[config.mk]
export PLATFORM = sky130hd
export DESIGN_NAME = regfile_sb_flat
export DESIGN_NICKNAME = d
export VERILOG_FILES = /design/src/rtl/regfile_sb_if.sv /design/src/rtl/regfile_sb.sv /design/src/flat_wrapper.sv
export SDC_FILE = /design/constraint.sdc
export NUM_CORES = 1
export LEC_CHECK = 0
export BUFFER_PORTS_ARGS = -buffer_cell sky130_fd_sc_hd__buf_2
export CELL_PAD_IN_SITES_DETAIL_PLACEMENT = 2
export CELL_PAD_IN_SITES_GLOBAL_PLACEMENT = 2
export CORE_MARGIN = 3
export CORE_UTILIZATION = 41
export CTS_CLUSTER_DIAMETER = 120
export CTS_CLUSTER_SIZE = 8
export DETAILED_ROUTE_END_ITERATION = 10
export HOLD_SLACK_MARGIN = 0.03
export PLACE_DENSITY = 0.89
export REMOVE_ABC_BUFFERS = 1
export SETUP_SLACK_MARGIN = 0.3
export SLEW_MARGIN = 5
export SYNTH_ARGS = -nofsm -noshare
export SYNTH_HDL_FRONTEND = slang
export SYNTH_SLANG_ARGS = --single-unit
[constraint.sdc]
create_clock -name CLK -period 2.65 [get_ports CLK]
set_input_delay 0.265 -clock CLK [delete_from_list [all_inputs] [get_ports CLK]]
set_output_delay 0.265 -clock CLK [all_outputs]
set_load 0.1 [all_outputs]
[src/rtl/regfile_sb_if.sv]
// Bundle of the write-back, PC, operand read and scoreboard signals of regfile_sb.
// The master is the sequencer and datapath side, and the slave is the register file.
interface regfile_sb_if #(
  parameter int W  = 16,
  parameter int AW = 3
);
  logic          we;
  logic [AW-1:0] waddr;
  logic [W-1:0]  wd;
  logic          pc_we;
  logic [W-1:0]  pc_d;
  logic          pc_inc;
  logic          ra_en;
  logic [AW-1:0] ra_addr;
  logic [W-1:0]  qa;
  logic          rb_en;
  logic [AW-1:0] rb_addr;
  logic [W-1:0]  qb;
  logic          sb_set;
  logic [AW-1:0] sb_addr;
  logic          busy_a;
  logic          busy_b;
  logic          stall;
  logic          sb_err;
  logic [W-1:0]  pc;

  modport master (
    output we, waddr, wd, pc_we, pc_d, pc_inc,
    output ra_en, ra_addr, rb_en, rb_addr, sb_set, sb_addr,
    input  qa, qb, busy_a, busy_b, stall, sb_err, pc
  );

  modport slave (
    input  we, waddr, wd, pc_we, pc_d, pc_inc,
    input  ra_en, ra_addr, rb_en, rb_addr, sb_set, sb_addr,
    output qa, qb, busy_a, busy_b, stall, sb_err, pc
  );
endinterface

[src/rtl/regfile_sb.sv]
// Register file with two bypassed read ports, one write-back port, a PC held in the top
// register, and a per-register pending scoreboard for read-after-write stalls.
module regfile_sb #(
  parameter int          W        = 16,
  parameter int          NREG     = 8,
  parameter int          AW       = 3,
  parameter int unsigned PC_STEP  = 2,
  parameter logic [W-1:0] RESET_PC = '0
) (
  input logic         CLK,
  input logic         RST_N,
  regfile_sb_if.slave bus
);
  localparam int            PC_IDX  = NREG - 1;
  localparam logic [AW-1:0] PC_ADDR = AW'(PC_IDX);
  localparam logic [W-1:0]  STEP    = W'(PC_STEP);

  logic [W-1:0]    regs [NREG];
  logic [NREG-1:0] pending;
  logic            sb_err_q;

  logic wb_pc;
  logic wb_hits_a;
  logic wb_hits_b;
  logic wb_hits_sb;

  assign wb_pc      = bus.we && (bus.waddr == PC_ADDR);
  assign wb_hits_a  = bus.we && (bus.waddr == bus.ra_addr);
  assign wb_hits_b  = bus.we && (bus.waddr == bus.rb_addr);
  assign wb_hits_sb = bus.we && (bus.waddr == bus.sb_addr);

  // NOTE: every state element uses <= so that all updates read pre-edge values; the
  // array is reset element by element because a reset state is architecturally visible.
  always_ff @(posedge CLK) begin
    if (!RST_N) begin
      for (int i = 0; i < NREG - 1; i++) regs[i] <= '0;
      regs[PC_IDX] <= RESET_PC;
      pending      <= '0;
      sb_err_q     <= 1'b0;
    end else begin
      if (bus.we) regs[bus.waddr] <= bus.wd;

      // Write-back to the PC index beats a PC load, which beats an increment.
      if (!wb_pc) begin
        if (bus.pc_we)       regs[PC_IDX] <= bus.pc_d;
        else if (bus.pc_inc) regs[PC_IDX] <= regs[PC_IDX] + STEP;
      end

      // The set is placed after the clear so a same-cycle collision leaves the bit pending.
      if (bus.we)     pending[bus.waddr]   <= 1'b0;
      if (bus.sb_set) pending[bus.sb_addr] <= 1'b1;

      if (bus.sb_set && pending[bus.sb_addr] && !wb_hits_sb) sb_err_q <= 1'b1;
    end
  end

  logic [W-1:0] qa_c;
  logic [W-1:0] qb_c;
  logic         busy_a_c;
  logic         busy_b_c;

  // NOTE: combinational outputs get a default first so no path can infer a latch.
  always_comb begin
    qa_c     = '0;
    qb_c     = '0;
    busy_a_c = 1'b0;
    busy_b_c = 1'b0;
    if (RST_N) begin
      if (bus.ra_en) qa_c = wb_hits_a ? bus.wd : regs[bus.ra_addr];
      if (bus.rb_en) qb_c = wb_hits_b ? bus.wd : regs[bus.rb_addr];
      busy_a_c = pending[bus.ra_addr] && !wb_hits_a;
      busy_b_c = pending[bus.rb_addr] && !wb_hits_b;
    end
  end

  assign bus.qa     = qa_c;
  assign bus.qb     = qb_c;
  assign bus.busy_a = busy_a_c;
  assign bus.busy_b = busy_b_c;
  assign bus.stall  = (bus.ra_en && busy_a_c) || (bus.rb_en && busy_b_c);
  assign bus.sb_err = sb_err_q;
  assign bus.pc     = regs[PC_IDX];
endmodule

[src/flat_wrapper.sv]
// flat-port wrapper written by rule: the top's interface ports become plain ports
module regfile_sb_flat 
#(
  parameter int          W        = 16,
  parameter int          NREG     = 8,
  parameter int          AW       = 3,
  parameter int unsigned PC_STEP  = 2,
  parameter logic [W-1:0] RESET_PC = '0
)
  (CLK, RST_N, bus_we, bus_waddr, bus_wd, bus_pc_we, bus_pc_d, bus_pc_inc, bus_ra_en, bus_ra_addr, bus_rb_en, bus_rb_addr, bus_sb_set, bus_sb_addr, bus_qa, bus_qb, bus_busy_a, bus_busy_b, bus_stall, bus_sb_err, bus_pc);
  regfile_sb_if #(.W(W), .AW(AW)) bus_i ();
  input logic CLK;
  input logic RST_N;
  input wire logic [$bits(bus_i.we)-1:0] bus_we;
  input wire logic [$bits(bus_i.waddr)-1:0] bus_waddr;
  input wire logic [$bits(bus_i.wd)-1:0] bus_wd;
  input wire logic [$bits(bus_i.pc_we)-1:0] bus_pc_we;
  input wire logic [$bits(bus_i.pc_d)-1:0] bus_pc_d;
  input wire logic [$bits(bus_i.pc_inc)-1:0] bus_pc_inc;
  input wire logic [$bits(bus_i.ra_en)-1:0] bus_ra_en;
  input wire logic [$bits(bus_i.ra_addr)-1:0] bus_ra_addr;
  input wire logic [$bits(bus_i.rb_en)-1:0] bus_rb_en;
  input wire logic [$bits(bus_i.rb_addr)-1:0] bus_rb_addr;
  input wire logic [$bits(bus_i.sb_set)-1:0] bus_sb_set;
  input wire logic [$bits(bus_i.sb_addr)-1:0] bus_sb_addr;
  output wire logic [$bits(bus_i.qa)-1:0] bus_qa;
  output wire logic [$bits(bus_i.qb)-1:0] bus_qb;
  output wire logic [$bits(bus_i.busy_a)-1:0] bus_busy_a;
  output wire logic [$bits(bus_i.busy_b)-1:0] bus_busy_b;
  output wire logic [$bits(bus_i.stall)-1:0] bus_stall;
  output wire logic [$bits(bus_i.sb_err)-1:0] bus_sb_err;
  output wire logic [$bits(bus_i.pc)-1:0] bus_pc;
  assign bus_i.we = bus_we;
  assign bus_i.waddr = bus_waddr;
  assign bus_i.wd = bus_wd;
  assign bus_i.pc_we = bus_pc_we;
  assign bus_i.pc_d = bus_pc_d;
  assign bus_i.pc_inc = bus_pc_inc;
  assign bus_i.ra_en = bus_ra_en;
  assign bus_i.ra_addr = bus_ra_addr;
  assign bus_i.rb_en = bus_rb_en;
  assign bus_i.rb_addr = bus_rb_addr;
  assign bus_i.sb_set = bus_sb_set;
  assign bus_i.sb_addr = bus_sb_addr;
  assign bus_qa = bus_i.qa;
  assign bus_qb = bus_i.qb;
  assign bus_busy_a = bus_i.busy_a;
  assign bus_busy_b = bus_i.busy_b;
  assign bus_stall = bus_i.stall;
  assign bus_sb_err = bus_i.sb_err;
  assign bus_pc = bus_i.pc;
  regfile_sb #(.W(W), .NREG(NREG), .AW(AW), .PC_STEP(PC_STEP), .RESET_PC(RESET_PC)) u_core (.CLK(CLK), .RST_N(RST_N), .bus(bus_i));
endmodule
# == After elaboration in Yosys (flattened, before gate mapping) ==
# Memories as Yosys holds them, arrays and structs flattened.
# Index checks and enable logic that the tools add are counted.
# op_classes
n_addsub,1
n_lt_le_gt_ge,6
n_eq_ne,4
mux,39
bitwise_logic,5
reduce_logical,17
# op_table
cell,count
two-way mux 16 bit,9
two-way mux 8 bit,3
two-way mux 1 bit,21
"adder 16 x 2 -> 16 bit, second input constant",1
"< comparator 3 x 4 -> 1 bit, second input constant",4
OR reduction 16 bit,1
logical AND 1 bit,12
binary-select mux 1 bit (select 3 bit),3
equality test 3 bit,3
bitwise AND 8 bit,1
inverter 8 bit,1
bitwise OR 8 bit,1
demux 1 bit (select 3 bit),2
"greater-or-equal comparator 3 x 1 -> 1 bit, second input constant",2
"equality test 3 bit, second input constant",1
zero test 1 bit,3
two-way mux 3 bit,1
bitwise OR 1 bit,2
logical OR 1 bit,1
# totals
ff_bits,9
mem_bits_rw,128
inputBits,52
out_inout_bits,52
elab_cells,75
memories,1
# memory_table
memory,words,width,read_ports,rd_clocked_by_memory_dff,wr,line_no,rtl
u_core.regs,8,16,3,0,8,regfile_sb.sv:18,logic [W-1:0] regs [NREG];

# == Logic depth before layout (Yosys ltp) ==
# depth
word_depth,10
ltp_mapped,7
mapped_depth_nobuf,5

# == Least setup slack after synthesis ==
# OpenSTA, ideal clock, no wires.
# synth_path
kind,register to output
start,memory u_core.regs[7][7]
end,output port bus_qa[7]
t_arrival_ns,3.816
t_required_ns,2.385
setup_slack_ns,-1.431
stages_incl_launch_ff,4
path_buffers,0
path_cell_list,edfxtp_1 -> mux4_2 -> mux2i_1 -> a211oi_1
# synth_lines
item,line_no,rtl
start: declaration,regfile_sb.sv:18,
end: declaration,flat_wrapper.sv:26,output wire logic [$bits(bus_i.qa)-1:0] bus_qa;

==> impl_metrics.xml <==
<?xml version="1.0" encoding="UTF-8"?>
<metrics>
  <group name="run_status">
    <metric name="run_status" unit="">finished, final reports clean</metric>
  </group>
  <group name="job">
    <metric name="max_capacitance_violation_count" unit="">0</metric>
  </group>
  <group name="floorplanning">
    <metric name="dieWidth" unit="um">149</metric>
    <metric name="io_pins" unit="">104</metric>
    <metric name="coreArea" unit="mm^2">0.0198</metric>
    <metric name="placement_rows" unit="">51</metric>
    <metric name="die_height" unit="um">149</metric>
    <metric name="floorplan.initialDensity" unit="%">42.5</metric>
    <metric name="design.die.area" unit="mm^2">0.0222</metric>
  </group>
  <group name="drt">
    <metric name="wl_per_cell" unit="um">38.0</metric>
    <metric name="drt_first_iter_violations" unit="">831</metric>
    <metric name="final_antenna_net_count" unit="">0</metric>
    <metric name="detailedRoute.firstPassIterationCount" unit="">7</metric>
    <metric name="post_drt_via_cell_ratio" unit="">6.94</metric>
    <metric name="post-route-drc-count" unit="">0</metric>
    <metric name="route.vias.total" unit="">7318</metric>
    <metric name="detail_route.wirelength" unit="um">40100</metric>
  </group>
  <group name="pwr">
    <metric name="worst_vdd_rail_ir_drop" unit="V">0.000479</metric>
    <metric name="p_leak" unit="nW">3.96</metric>
    <metric name="fin_total_pwr" unit="W">0.00689</metric>
    <metric name="power.density" unit="mW/mm^2">648</metric>
  </group>
  <group name="synth">
    <metric name="netlist_area" unit="mm^2">0.00840</metric>
    <metric name="postSynthAreaPerCell" unit="um^2">12.9</metric>
    <metric name="netlist_instances" unit="">653</metric>
    <metric name="synthFlopType" unit="">sky130_fd_sc_hd__edfxtp_1</metric>
    <metric name="synth_enable_flop_cells" unit="">128</metric>
    <metric name="async_reset_ff_share" unit="%">0</metric>
    <metric name="synth.area.top_cells" unit="">sky130_fd_sc_hd__edfxtp_1 (46%), sky130_fd_sc_hd__mux4_2 (18%), sky130_fd_sc_hd__and2_1 (7.8%), sky130_fd_sc_hd__mux2i_1 (4.1%), sky130_fd_sc_hd__a211oi_1 (3.0%)</metric>
    <metric name="synth.lib_cells_used.distinct" unit="">50</metric>
    <metric name="synth_largest_type_area_fraction" unit="%">45.8</metric>
    <metric name="synth-seq-area-share" unit="%">47.9</metric>
    <metric name="yosys_register_bits" unit="">137</metric>
    <metric name="yosysWarningCount" unit="">0</metric>
    <metric name="yosys.area.top_type" unit="">sky130_fd_sc_hd__edfxtp_1</metric>
  </group>
  <group name="layout">
    <metric name="drive_above_1_share" unit="%">36.9</metric>
    <metric name="fin_nets" unit="">830</metric>
    <metric name="final_common_cell" unit="">sky130_fd_sc_hd__edfxtp_1</metric>
    <metric name="syn_to_final_growth" unit="%">26.5</metric>
    <metric name="post-route-util" unit="%">53.7</metric>
    <metric name="fillCellCount" unit="">1849</metric>
    <metric name="final_cell_count_no_fill" unit="">1054</metric>
    <metric name="antenna_cells" unit="">0</metric>
    <metric name="final_cell_mix" unit="">sky130_fd_sc_hd__edfxtp_1 (128), sky130_fd_sc_hd__and2_1 (105), sky130_fd_sc_hd__mux4_2 (68)</metric>
  </group>
  <group name="worst_setup_path">
    <metric name="critical_path_required" unit="ns">2.38</metric>
    <metric name="r2r_setup_slack" unit="ns">0.33</metric>
    <metric name="data_arrival_at_the_endpoint_of_the_critical_path" unit="ns">2.15</metric>
    <metric name="critical_path.max_fanout" unit="">4</metric>
    <metric name="r2r.worst_path.cells" unit="">6</metric>
    <metric name="timing.setup.critical_path_class" unit="">reg -&gt; out</metric>
    <metric name="crit-reg2reg-capture" unit="">u_core.regs[7][13]$_DFFE_PP_</metric>
    <metric name="crit_path_start_kind" unit="">flop</metric>
    <metric name="worstSetupEndpointType" unit="">primary output</metric>
    <metric name="timing.rr.start" unit="">u_core.regs[7][1]$_DFFE_PP_</metric>
  </group>
  <group name="grt">
    <metric name="grt_max_degree" unit="">25</metric>
    <metric name="grt_antenna_before_repair" unit="">0</metric>
    <metric name="grt.total_usage" unit="%">35.1</metric>
    <metric name="gr-total-overflow" unit="">0</metric>
    <metric name="global_route_wire_length_before_repair" unit="um">55700</metric>
    <metric name="via_count_of_the_first_global_routing_pass" unit="">7946</metric>
  </group>
  <group name="clocking">
    <metric name="cts_sinks" unit="">137</metric>
    <metric name="clock_tree.buffer_depth" unit="">2</metric>
    <metric name="worstSkewPairLatency" unit="ns">0.45</metric>
    <metric name="cts-buffers-inserted" unit="">17</metric>
    <metric name="cts_root_buffer" unit="">sky130_fd_sc_hd__clkbuf_16</metric>
    <metric name="h_tree_lvls" unit="">4</metric>
    <metric name="postCtsHoldBufs" unit="">0</metric>
    <metric name="clkSlewWorstSetupHoldPaths" unit="ns">0.07</metric>
    <metric name="tritoncts" unit="">built</metric>
  </group>
  <group name="sta">
    <metric name="maxSlewViolCount" unit="">0</metric>
    <metric name="timing_worst_slew_pin_value" unit="ns">0.829</metric>
    <metric name="finalWorstPathRequiredPeriod" unit="ns">2.41</metric>
    <metric name="post_route_clock_period_utilization" unit="%">91.0</metric>
    <metric name="max_slew_margin" unit="%">44.7</metric>
    <metric name="fin_skew" unit="ns">0.00977</metric>
    <metric name="timing.fmax" unit="MHz">415</metric>
    <metric name="grt_setup_unrepaired" unit="">yes</metric>
    <metric name="finalSetupTns" unit="ns">0</metric>
    <metric name="finalSetupViolations" unit="">0</metric>
    <metric name="hold_viol_final" unit="">0</metric>
  </group>
  <group name="placement">
    <metric name="detailed_place_hpwl" unit="um">24800</metric>
    <metric name="gp_congestion" unit="">0.837</metric>
    <metric name="placed_cells_incl_taps" unit="">1001</metric>
    <metric name="numPortBuffers" unit="">103</metric>
  </group>
  <group name="hold_path">
    <metric name="hold_path.startpoint" unit="">bus_pc_d[4]</metric>
    <metric name="whs_path_depth" unit="">3</metric>
    <metric name="min_delay_worst_endpoint" unit="">u_core.regs[7][4]$_DFFE_PP_</metric>
    <metric name="min-delay-path-class" unit="">in -&gt; reg</metric>
  </group>
</metrics>
==> cells in the mapped netlist (all sizes together) (2+ instances only) <==
| cell | instances |
|---|---|
| mux4 | 68 |
| o31ai | 2 |
| o211ai | 2 |
| mux2 | 2 |
| dfxtp | 9 |
| nor2 | 47 |
| a211oi | 34 |
| o2111ai | 2 |
| xor2 | 4 |
| xnor2 | 12 |
| buf | 36 |
| nor4 | 8 |
| nand2 | 23 |
| or2 | 2 |
| nand2b | 5 |
| nand3b | 3 |
| and2 | 105 |
| edfxtp | 128 |
| a22o | 2 |
| o32ai | 2 |
| and3 | 4 |
| inv | 11 |
| mux2i | 34 |
| or4 | 2 |
| o21ai | 18 |
| nand4 | 6 |
| clkbuf | 28 |
| a22oi | 7 |
| nor3 | 9 |
| o22ai | 6 |
| a21oi | 6 |
| nand3 | 14 |
| o31a | 2 |
==> worst max-delay path by stage <==
stage,start,endpoint,cells after the start
floorplan,u_core.regs[7][7]$_DFFE_PP_,bus_qa[7],3
global placement,bus_ra_addr[0],bus_qa[12],6
detailed placement,bus_ra_addr[0],bus_qa[9],6
CTS,u_core.pending[3]$_SDFF_PN0_,bus_busy_b,4
global route,u_core.regs[7][14]$_DFFE_PP_,bus_qa[14],4
finish,u_core.regs[7][14]$_DFFE_PP_,bus_qa[14],4
==> per-stage QoR <==
step           worst slack (ns)  hold WS [ns]  area (um^2)
6_report                  0.238         0.124        10600
5_1_grt                   0.218         0.161        10600
4_1_cts                   0.301         0.134        10500
3_5_place_dp              0.339         0.482         9770
3_3_place_gp              0.418         0.454         9770
2_1_floorplan             -1.42         0.378         8060
==> cells by family after synthesis <==
kind of cell	after synthesis	share of synthesized area, %
XOR/XNOR	16	1.67
multiplexers	104	22.5
buffers and inverters	75	4.53
AND/OR/NAND/NOR	230	15.7
adder cells (fa/ha/maj)	1	0.149
flip-flops	137	47.9
AO/OA/AOI/OAI	90	7.48
==> sequential cells by signal (all words and copies together) (netlist names) <==
name,cells
u_core.regs,128
u_core.bus.sb_err,1
u_core.pending,8
==> critical path, cell delays in order (launching register included) <==
cell and delay (ns):
sky130_fd_sc_hd__edfxtp_1 0.50, sky130_fd_sc_hd__mux4_2 0.56, sky130_fd_sc_hd__mux2i_2 0.25, sky130_fd_sc_hd__a211oi_1 0.17
sky130_fd_sc_hd__buf_12 0.22
==> repair_timing <==
action                                  in CTS  in global routing
cloned                                       0                  0
endpoints found under the setup margin      16                 21
gates resized for setup                      6                 17
buffers inserted                            10                 12
endpoints found under the hold margin        0                  0
pin swaps                                    0                  1
==> area by class of cell <==
type / count / area [um^2] / area share [%]
clock inverter: 13 / 178 / 1.67
timing repair buffer: 169 / 1550 / 14.6
clock buffer: 18 / 429 / 4.04
sequential: 137 / 4020 / 37.9
inverter: 11 / 41.3 / 0.389
multi-input combinational: 441 / 4070 / 38.3
tap: 265 / 332 / 3.12
==> layer usage <==
metal	part of all wire, %	up-vias	GRT usage [%]	wire length [um]
met5	0	-	0	0
met4	5.8	0	19.8	2350
met3	9.4	176	8.02	3760
met2	49	549	58.7	19600
met1	36	3833	41.9	14400
li1	-	2760	-	-
==> where the power goes <==
group          switching [W]  internal, W  total, W  leakage, nW
registers           0.000136      0.00252   0.00266         1.34
logic                0.00105     0.000550   0.00160         2.33
clock network        0.00106      0.00156   0.00263        0.289
total                0.00225      0.00463   0.00689         3.96
Power figures use the tool's default switching activity.
